$ cat src/rtl/ctr_keystream_ctrl_pkg.sv
// Shared definitions for the AES-CTR keystream path: block geometry, the
// sequencer state encoding and a byte-reversal helper that the upstream
// key/counter register block also uses.
package ctr_keystream_ctrl_pkg;

  localparam int unsigned KS_WORDS     = 4;
  localparam int unsigned KS_WORD_SIZE = 32;
  localparam int unsigned BLOCK_SIZE   = KS_WORDS * KS_WORD_SIZE;

  typedef enum logic [1:0] {
    ST_IDLE   = 2'd0,
    ST_LAUNCH = 2'd1,
    ST_WAIT   = 2'd2,
    ST_STREAM = 2'd3
  } ks_state_e;

  // Reverse the byte order of one bus word (BE <-> LE).
  function automatic logic [KS_WORD_SIZE-1:0] bswap_word(input logic [KS_WORD_SIZE-1:0] w);
    logic [KS_WORD_SIZE-1:0] r;
    r = '0;
    for (int b = 0; b < int'(KS_WORD_SIZE / 8); b++) begin
      r[b*8 +: 8] = w[(int'(KS_WORD_SIZE / 8) - 1 - b)*8 +: 8];
    end
    return r;
  endfunction

endpackage

$ cat src/rtl/ctr_keystream_ctrl_if.sv
// Valid/ready data stream around the keystream XOR: the input side carries
// plaintext or ciphertext words in, the output side carries the XORed words out.
interface ctr_keystream_ctrl_if #(
  parameter int unsigned WORD_SIZE = 32
);

  logic                 in_valid;
  logic                 in_ready;
  logic [WORD_SIZE-1:0] in_data;
  logic                 out_valid;
  logic                 out_ready;
  logic [WORD_SIZE-1:0] out_data;

  // Data source / sink side (bus FIFO and consumer).
  modport master (
    output in_valid, in_data, out_ready,
    input  in_ready, out_valid, out_data
  );

  // Keystream controller side.
  modport slave (
    input  in_valid, in_data, out_ready,
    output in_ready, out_valid, out_data
  );

endinterface

$ cat src/rtl/ctr_keystream_ctrl_bswap.sv
// Combinational byte reversal of one bus word; one instance per keystream word.
module word_bswap
  import ctr_keystream_ctrl_pkg::*;
#(
  parameter int unsigned WORD_SIZE = KS_WORD_SIZE
) (
  input  logic [WORD_SIZE-1:0] word_i,
  output logic [WORD_SIZE-1:0] word_o
);

  localparam int unsigned NBYTES = WORD_SIZE / 8;

  for (genvar b = 0; b < int'(NBYTES); b++) begin : g_byte
    assign word_o[b*8 +: 8] = word_i[(int'(NBYTES) - 1 - b)*8 +: 8];
  end

endmodule

$ cat src/rtl/ctr_keystream_ctrl.sv
// AES-CTR sequencer: snapshots the counter block, launches one encryption,
// pulses the counter increment, then XORs the buffered keystream word by
// word into the valid/ready data stream.
module ctr_keystream_ctrl
  import ctr_keystream_ctrl_pkg::*;
#(
  parameter int unsigned WORDS     = KS_WORDS,
  parameter int unsigned WORD_SIZE = KS_WORD_SIZE
) (
  input  logic                         clk,
  input  logic                         rst_n,
  input  logic                         enable_i,
  input  logic                         flush_i,
  input  logic [WORDS*WORD_SIZE-1:0]   ctr_block_i,
  output logic                         ctr_inc_o,
  output logic                         aes_start_o,
  output logic [WORDS*WORD_SIZE-1:0]   aes_in_o,
  input  logic                         aes_done_i,
  input  logic [WORDS*WORD_SIZE-1:0]   aes_out_i,
  ctr_keystream_ctrl_if.slave          strm,
  output logic                         busy_o,
  output logic [31:0]                  blk_count_o
);

  localparam int unsigned IDX_W = (WORDS > 1) ? $clog2(WORDS) : 1;

  ks_state_e                    state_q;
  logic [IDX_W-1:0]             idx_q;
  logic [WORDS*WORD_SIZE-1:0]   ks_q;
  logic [WORDS*WORD_SIZE-1:0]   aes_in_q;
  logic                         aes_start_q;
  logic                         ctr_inc_q;
  logic                         out_valid_q;
  logic [WORD_SIZE-1:0]         out_data_q;
  logic [31:0]                  blk_count_q;

  logic [WORD_SIZE-1:0]         ks_word_s [WORDS];
  logic [WORD_SIZE-1:0]         ks_sel_s;
  logic                         in_ready_s;
  logic                         accept_s;
  logic                         last_s;
  logic                         launch_s;

  // Keystream words are stored BE with word0 in the MSBs; undo the upstream
  // word order and byte swap so each word lines up with an LE bus word.
  for (genvar gi = 0; gi < int'(WORDS); gi++) begin : g_bswap
    word_bswap #(.WORD_SIZE(WORD_SIZE)) u_bswap (
      .word_i (ks_q[(int'(WORDS) - gi)*int'(WORD_SIZE) - 1 -: WORD_SIZE]),
      .word_o (ks_word_s[gi])
    );
  end

  // Handshake decode: accept only while streaming and not being flushed,
  // and decide whether this cycle starts a new block.
  always_comb begin
    in_ready_s = 1'b0;
    ks_sel_s   = ks_word_s[idx_q];
    if ((state_q == ST_STREAM) && !flush_i) begin
      in_ready_s = !out_valid_q || strm.out_ready;
    end else begin
      in_ready_s = 1'b0;
    end
    accept_s = strm.in_valid && in_ready_s;
    last_s   = accept_s && (idx_q == IDX_W'(WORDS - 1));
    launch_s = !flush_i && enable_i && strm.in_valid &&
               ((state_q == ST_IDLE) || last_s);
  end

  // Sequencer FSM, word index, launch pulses and output word register.
  always_ff @(posedge clk or negedge rst_n) begin
    if (!rst_n) begin
      state_q     <= ST_IDLE;
      idx_q       <= '0;
      ks_q        <= '0;
      aes_in_q    <= '0;
      aes_start_q <= 1'b0;
      ctr_inc_q   <= 1'b0;
      out_valid_q <= 1'b0;
      out_data_q  <= '0;
      blk_count_q <= 32'd0;
    end else begin
      aes_start_q <= 1'b0;
      ctr_inc_q   <= 1'b0;

      // The output register drains regardless of state, flush included.
      if (accept_s) begin
        out_data_q  <= strm.in_data ^ ks_sel_s;
        out_valid_q <= 1'b1;
      end else if (strm.out_ready) begin
        out_valid_q <= 1'b0;
      end

      // Snapshot and pulses are registered on entry to LAUNCH so that
      // aes_start, ctr_inc and aes_in are all presented during LAUNCH.
      if (launch_s) begin
        aes_start_q <= 1'b1;
        ctr_inc_q   <= 1'b1;
        aes_in_q    <= ctr_block_i;
        blk_count_q <= blk_count_q + 32'd1;
      end

      if (flush_i) begin
        state_q <= ST_IDLE;
        idx_q   <= '0;
        ks_q    <= '0;
      end else begin
        case (state_q)
          ST_IDLE: begin
            if (launch_s) state_q <= ST_LAUNCH;
          end
          ST_LAUNCH: begin
            state_q <= ST_WAIT;
          end
          ST_WAIT: begin
            if (aes_done_i) begin
              ks_q    <= aes_out_i;
              idx_q   <= '0;
              state_q <= ST_STREAM;
            end
          end
          ST_STREAM: begin
            if (last_s) begin
              idx_q   <= '0;
              state_q <= launch_s ? ST_LAUNCH : ST_IDLE;
            end else if (accept_s) begin
              idx_q <= idx_q + IDX_W'(1);
            end
          end
          default: begin
            state_q <= ST_IDLE;
          end
        endcase
      end
    end
  end

  assign ctr_inc_o      = ctr_inc_q;
  assign aes_start_o    = aes_start_q;
  assign aes_in_o       = aes_in_q;
  assign blk_count_o    = blk_count_q;
  assign busy_o         = (state_q != ST_IDLE) || out_valid_q;
  assign strm.in_ready  = in_ready_s;
  assign strm.out_valid = out_valid_q;
  assign strm.out_data  = out_data_q;

endmodule

$ cat src/flat_wrapper.sv
// flat-port wrapper written by rule: the top's interface ports become plain ports
module ctr_keystream_ctrl_flat import ctr_keystream_ctrl_pkg::*;
#(
  parameter int unsigned WORDS     = KS_WORDS,
  parameter int unsigned WORD_SIZE = KS_WORD_SIZE
)
  (clk, rst_n, enable_i, flush_i, ctr_block_i, ctr_inc_o, aes_start_o, aes_in_o, aes_done_i, aes_out_i, busy_o, blk_count_o, strm_in_valid, strm_in_data, strm_out_ready, strm_in_ready, strm_out_valid, strm_out_data);
  ctr_keystream_ctrl_if #(.WORD_SIZE(WORD_SIZE)) strm_i ();
  input  logic clk;
  input  logic rst_n;
  input  logic enable_i;
  input  logic flush_i;
  input  logic [WORDS*WORD_SIZE-1:0] ctr_block_i;
  output logic ctr_inc_o;
  output logic aes_start_o;
  output logic [WORDS*WORD_SIZE-1:0] aes_in_o;
  input  logic aes_done_i;
  input  logic [WORDS*WORD_SIZE-1:0] aes_out_i;
  output logic busy_o;
  output logic [31:0] blk_count_o;
  input wire logic [$bits(strm_i.in_valid)-1:0] strm_in_valid;
  input wire logic [$bits(strm_i.in_data)-1:0] strm_in_data;
  input wire logic [$bits(strm_i.out_ready)-1:0] strm_out_ready;
  output wire logic [$bits(strm_i.in_ready)-1:0] strm_in_ready;
  output wire logic [$bits(strm_i.out_valid)-1:0] strm_out_valid;
  output wire logic [$bits(strm_i.out_data)-1:0] strm_out_data;
  assign strm_i.in_valid = strm_in_valid;
  assign strm_i.in_data = strm_in_data;
  assign strm_i.out_ready = strm_out_ready;
  assign strm_in_ready = strm_i.in_ready;
  assign strm_out_valid = strm_i.out_valid;
  assign strm_out_data = strm_i.out_data;
  ctr_keystream_ctrl #(.WORDS(WORDS), .WORD_SIZE(WORD_SIZE)) u_core (.clk(clk), .rst_n(rst_n), .enable_i(enable_i), .flush_i(flush_i), .ctr_block_i(ctr_block_i), .ctr_inc_o(ctr_inc_o), .aes_start_o(aes_start_o), .aes_in_o(aes_in_o), .aes_done_i(aes_done_i), .aes_out_i(aes_out_i), .strm(strm_i), .busy_o(busy_o), .blk_count_o(blk_count_o));
endmodule
$ cat config.mk
export PLATFORM = sky130hd
export DESIGN_NAME = ctr_keystream_ctrl_flat
export DESIGN_NICKNAME = d
export VERILOG_FILES = /design/src/rtl/ctr_keystream_ctrl_pkg.sv /design/src/rtl/ctr_keystream_ctrl_if.sv /design/src/rtl/ctr_keystream_ctrl_bswap.sv /design/src/rtl/ctr_keystream_ctrl.sv /design/src/flat_wrapper.sv
export SDC_FILE = /design/constraint.sdc
export NUM_CORES = 1
export LEC_CHECK = 0
export BUFFER_PORTS_ARGS = -buffer_cell sky130_fd_sc_hd__clkbuf_2
export CORE_AREA = 2 2 193 195
export CTS_BUF_LIST = sky130_fd_sc_hd__clkbuf_8
export DETAILED_ROUTE_END_ITERATION = 16
export DIE_AREA = 0 0 195 197
export PLACE_DENSITY_LB_ADDON = 0.3
export SLEW_MARGIN = 10
export SYNTH_ARGS = -nofsm -noshare
export SYNTH_HDL_FRONTEND = slang
export SYNTH_SLANG_ARGS = --single-unit
export TNS_END_PERCENT = 5
$ cat constraint.sdc
create_clock -name clk -period 6.6 [get_ports clk]
set_input_delay 0.33 -clock clk [delete_from_list [all_inputs] [get_ports clk]]
set_output_delay 0.33 -clock clk [all_outputs]
set_load 0.01 [all_outputs]
== Word level (Yosys, flattened, before mapping) ==
Cells that the tools add are included.
Storage, ports and cells
  register bits: 326
  output and inout port bits: 197
  word-level logic and storage cells: 62
Cells by class
  $add $sub $neg: 2
  magnitude comparators: 1
  equal/unequal tests: 8
  mux-type cells: 21
  bitwise operators: 2
  reduce and logical (&&, ||, !) cells: 20
Operator list (number)
  128-bit two-way mux: 3
  32-bit binary-select mux with 2-bit select: 1
  32-bit two-way mux: 2
  32-bit by 1-bit adder with 32-bit output (second input constant): 1
  32-bit XOR: 1
  2-bit two-way mux: 8
  2-bit case mux with 4 select lines: 1
  2-bit nonzero test: 4
  2-bit == test (second input constant): 3
  1-bit logical AND: 6
  3-bit by 2-bit inequality test with 1-bit output (second input constant): 2
  3-bit AND reduction: 2
  1-bit two-way mux: 5
  4-bit by 2-bit inequality test with 1-bit output (second input constant): 1
  2-bit case mux with 2 select lines: 1
  3-bit >= comparator (second input constant): 1
  1-bit logical OR: 3
  3-bit inequality test (second input constant): 1
  2-bit inverter with 3-bit output: 1
  3-bit nonzero test: 1
  2-bit by 1-bit adder with 2-bit output (second input constant): 1
  2-bit by 1-bit == test with 1-bit output (second input constant): 1
  1-bit logical NOT: 2
  2-bit logical NOT: 1
  2-bit AND reduction: 1

== Logic depth before layout (Yosys ltp) ==
  word-level depth: 11
  mapped depth: 9

== By module ==
A second synthesis with hierarchy kept.
Second synthesis, totals
  cells, all modules: 1321
  area total of the unflattened synthesis: 15297.2 µm²
By module, submodules not included
  ctr_keystream_ctrl: times used 1, cells each 1193, area each 14336.2 µm²
  word_bswap: times used 4, cells each 32, area each 240.2 µm²

== Least setup slack after synthesis ==
Ideal clock, no wire load.
  path type: register to register
  start point: register u_core.state_q[0]
  end point: register u_core.ks_q[51]
  library setup time: 0.083 ns
  arrival time: 2.009 ns
  required time: 6.517 ns
  path slack: 4.508 ns
  cell stages (with the launch flop): 10
  buffers on the path: 4
  period minus slack after synthesis: 2.092 ns
  cells stage by stage: dfrtp_1 inv_1 ha_1 a21oi_1 clkbuf_1 clkbuf_1 buf_2 clkbuf_1 nand2_1 o21ai_0
On the way
  longest elaborated chain between the ends: 3
RTL lines
  start, declared: RTL line ctr_keystream_ctrl.sv:27  | ks_state_e state_q;
  start signal, assigned: RTL line ctr_keystream_ctrl.sv:124  | state_q <= launch_s ? ST_LAUNCH : ST_IDLE;
  2-bit == test: RTL line ctr_keystream_ctrl.sv:107  | case (state_q)
  2-bit nonzero test (no line)
  2-bit AND reduction (no line)
  end signal, assigned: RTL line ctr_keystream_ctrl.sv:116  | ks_q <= aes_out_i;
  end, declared: RTL line ctr_keystream_ctrl.sv:29  | logic [WORDS*WORD_SIZE-1:0] ks_q;
No other way between the ends.
A chain may end at the register's enable or synchronous reset.

== Worst setup path in the final report ==
  start point: register u_core.idx_q[1]
  end point: register u_core.blk_count_q[21], in the netlist u_core.blk_count_o[21]
On the way
  longest elaborated chain between the ends: 4
RTL lines
  start, declared: RTL line ctr_keystream_ctrl.sv:28  | logic [IDX_W-1:0] idx_q;
  start signal, assigned: RTL line ctr_keystream_ctrl.sv:126  | idx_q <= idx_q + IDX_W'(1);
  2-bit == test: RTL line ctr_keystream_ctrl.sv:64  | last_s = accept_s && (idx_q == IDX_W'(WORDS - 1));
  1-bit logical AND: RTL line ctr_keystream_ctrl.sv:64
  1-bit logical OR: RTL line ctr_keystream_ctrl.sv:66  | ((state_q == ST_IDLE) || last_s);
  1-bit logical AND: RTL line ctr_keystream_ctrl.sv:65  | launch_s = !flush_i && enable_i && strm.in_valid &&
  end signal, assigned: RTL line ctr_keystream_ctrl.sv:99  | blk_count_q <= blk_count_q + 32'd1;
  end, declared: RTL line ctr_keystream_ctrl.sv:35  | logic [31:0] blk_count_q;
No other way between the ends.

==> run summary <==
status -> finished clean
Max Root-Sink Buffers -> 3
Reg2Reg Depth -> 7
Core Footprint -> 36300 um2
first-pass GRT wire length -> 71400 um
Yosys Warn Count -> 0
CTS H-tree lvls -> 2
hold path endpoint -> u_core.strm.out_data[30]$_DFFE_PN0P_
Slowest Stage Delay on Critical Path -> 1.03 ns
Die Wd -> 195 um
dpl cells -> 2332
initial DRC count -> 573
area growth from synthesis to layout -> 48.7%
total grt overflow -> 0
hold path depth -> 3
number of flops mapped to enable cells by yosys -> 0
post-CTS resize count -> 0
Worst setup SP type -> flip-flop
Fmax -> 248 MHz
Cells after Synth -> 1452
crit-path max FO -> 74
Seq cells post-synth -> 326
Port Buffer Count -> 491
num rows -> 70
nets -> 2511
CTS tree -> yes
I/O pin count -> 492
critical path class -> reg -> reg
TritonRoute pass-1 iters -> 5
final hold violations -> 0
register area share after synthesis -> 57.9%
VDD IR max -> 181 uV
Syn Area/Cell -> 9.70 um2
unrepaired setup endpoints after global routing -> no
post-synthesis instance area -> 14100 um2
Finished Layout Cells -> 2724
Routed WL per cell -> 16.8 um
clk root buf -> clkbuf_8
syn_nets -> 1753
post-DP HPWL -> 29100 um
Detail Route Antenna Nets -> 0
clock period minus worst slack -> 4.04 ns
Final WS setup -> 2.56 ns
via count -> 13000
vias in the first global route -> 13300
via-per-instance ratio -> 4.79
Slew HR -> 32.6%
slowest stage cell on the critical path -> dfrtp_2
period utilization -> 61.2%
initial antenna violation count -> 6
R2R Path Start -> u_core.idx_q[1]$_DFFE_PN0P_
measured slew at the worst slew-check pin -> 1.01 ns
Worst Path Arrival -> 4.52 ns
area of the multi-input gates -> 5580 um2
Leakage -> 10.6 nW
reg2reg end -> u_core.blk_count_o[21]$_DFFE_PN0N_
DRC viols -> 0
Min-Delay Startpoint -> strm_in_data[30]
Final Setup Violations -> 0
Hold Crit Class -> in -> reg
worst-path cell chain -> ha_1, a31o_2, nand2_4, inv_4, buf_4, nand3_1, xnor2_1
Most used DFF post-synth -> dfrtp_1
Fillers -> 3000
Sink Count -> 326
dpl ws -> 2.58 ns
FF+latch area -> 8160 um2
r2r setup slk -> 2.56 ns
total CTS buffers -> 56
area of the die -> 38400 um2
largest net degree at the start of global routing -> 249
worst skew pair latency -> 0.61 ns
clk_skew -> 0.0108 ns
FFs w/ async S/R, synth -> 100%
Routed WL -> 45700 um
nature of the critical path endpoint -> flip-flop
final max-slew violation count -> 0
Required @ worst endpoint -> 7.08 ns
MaxCap Viol Count -> 0
pwr dens -> 316 nW/um2
GPL Wtd Cong -> 0.858
Setup TNS -> 0 ns
fraction of layout cells with a size suffix above 1 -> 27.6%
Clock transition at path regs -> 0.06 ns
number of library cell types mapped by synthesis -> 38
GRT Total Usage -> 23.5%
Die Ht -> 197 um
post-CTS setup buffer count -> 0
Initial Util -> 38.9%
[registers in the layout (all words and copies together), names as in the netlist]
signal and count:
u_core.aes_in_o 128, u_core.ks_q 128, u_core.blk_count_o 32, u_core.strm.out_data 32, u_core.idx_q 2, u_core.state_q 2
u_core.aes_start_o 1, u_core.strm.out_valid 1
[logic make-up (layout without fill, tap and decap cells)]
group	after synthesis	in the layout	share of synthesized area (%)
AO/OA/AOI/OAI	173	173	6.27
XOR/XNOR	63	63	3.92
adder cells (fa/ha/maj)	6	6	0.533
buffers and inverters	95	890	2.60
flip-flops	326	326	57.9
multiplexers	33	33	5.19
other	0	9	0
AND/OR/NAND/NOR	756	756	23.6
[cell usage after synthesis, types with 2 or more instances]
library cell,number,share of area (%)
xor2_1,11,0.68
nor4_4,2,0.30
nor4_1,4,0.18
nand3_1,9,0.32
and3_1,5,0.22
nand2_1,566,15
and4_1,2,0.12
dfrtp_1,326,58
inv_1,7,0.19
ha_1,6,0.53
o21ai_0,161,5.7
clkbuf_1,76,2.0
nor2_1,12,0.32
nand4_1,13,0.58
nor3_1,5,0.18
buf_1,5,0.13
a21oi_1,5,0.18
xnor2_1,52,3.2
buf_2,5,0.18
nand2b_1,131,5.8
mux4_2,32,5.1
[stage by stage]
stage / total power [mW] / utilization, % / hold slack [ns] / cell area (um2)
final: 6.62 / 57.8 / 0.0881 / 21000
after global placement: 4.53 / 46.7 / 0.449 / 16900
after floorplan: 3.73 / - / 0.0344 / 14100
after CTS: 6.63 / 57.7 / 0.0176 / 20900
after global routing: 7.01 / 57.8 / 0.0637 / 21000
after detailed placement: 4.59 / 46.7 / 0.450 / 16900
[where the power goes]
group	internal, mW	switching (mW)	leakage, nW
Clock	1.04	0.834	0.637
Sequential	2.54	0.337	4.20
Combinational	0.784	1.08	5.77
Total	4.37	2.25	10.6
[layout by cell type, fill, tap and decap left out, drive strengths merged, types with 11 or more instances in the layout]
cell,netlist,routed
nand4,14,14
o21ai,161,161
mux4,32,32
clkbuf,76,557
dlygate4sd3,0,288
nand2b,131,131
xnor2,52,52
nand2,566,566
nor2,12,12
dfrtp,326,326
xor2,11,11
inv,8,24
[worst max-delay path by stage]
stage	slack, ns	cells after the start	from	to
after floorplan	4.51	9	u_core.state_q[0]$_DFFE_PN0P_	u_core.ks_q[51]$_DFFE_PN0P_
after global placement	2.66	7	u_core.idx_q[1]$_DFFE_PN0P_	u_core.blk_count_o[21]$_DFFE_PN0N_
after detailed placement	2.58	7	u_core.idx_q[1]$_DFFE_PN0P_	u_core.blk_count_o[21]$_DFFE_PN0N_
after CTS	2.56	7	u_core.idx_q[1]$_DFFE_PN0P_	u_core.blk_count_o[19]$_DFFE_PN0N_
after global routing	2.27	7	u_core.idx_q[1]$_DFFE_PN0P_	u_core.blk_count_o[21]$_DFFE_PN0N_
final	2.56	7	u_core.idx_q[1]$_DFFE_PN0P_	u_core.blk_count_o[21]$_DFFE_PN0N_
[layer usage]
layer | track usage (%) | share of wire, % | up-vias
met5 | 0 | 0 | -
met4 | 11.6 | 3.8 | 0
met3 | 5.77 | 6.8 | 119
met2 | 39.6 | 50 | 499
met1 | 28.2 | 40 | 6212
li1 | - | - | 6211
[critical path: cells and delay by family, from the launching register on]
family | cells | cell delay, ns
AO/OA/AOI/OAI | 1 | 0.26
XOR/XNOR | 1 | 0.17
adder cells (fa/ha/maj) | 1 | 0.35
buffers and inverters | 2 | 1.41
flip-flops | 1 | 1.03
AND/OR/NAND/NOR | 2 | 0.61
[timing repair]
item                                    in CTS  in global routing
endpoints found under the hold margin      394                  0
endpoints found under the setup margin       0                  0
hold buffers                               288                  0
[final cells by class]
| type | count | area share [%] |
|---|---|---|
| Antenna cell | 9 | 0.107 |
| Multi-Input combinational cell | 1031 | 26.6 |
| Timing Repair Buffer | 787 | 25.9 |
| Sequential cell | 326 | 38.9 |
| Clock inverter | 27 | 0.943 |
| Inverter | 8 | 0.155 |
| Tap cell | 468 | 2.79 |
| Clock buffer | 68 | 4.47 |
(Power assumes the default switching activity.)
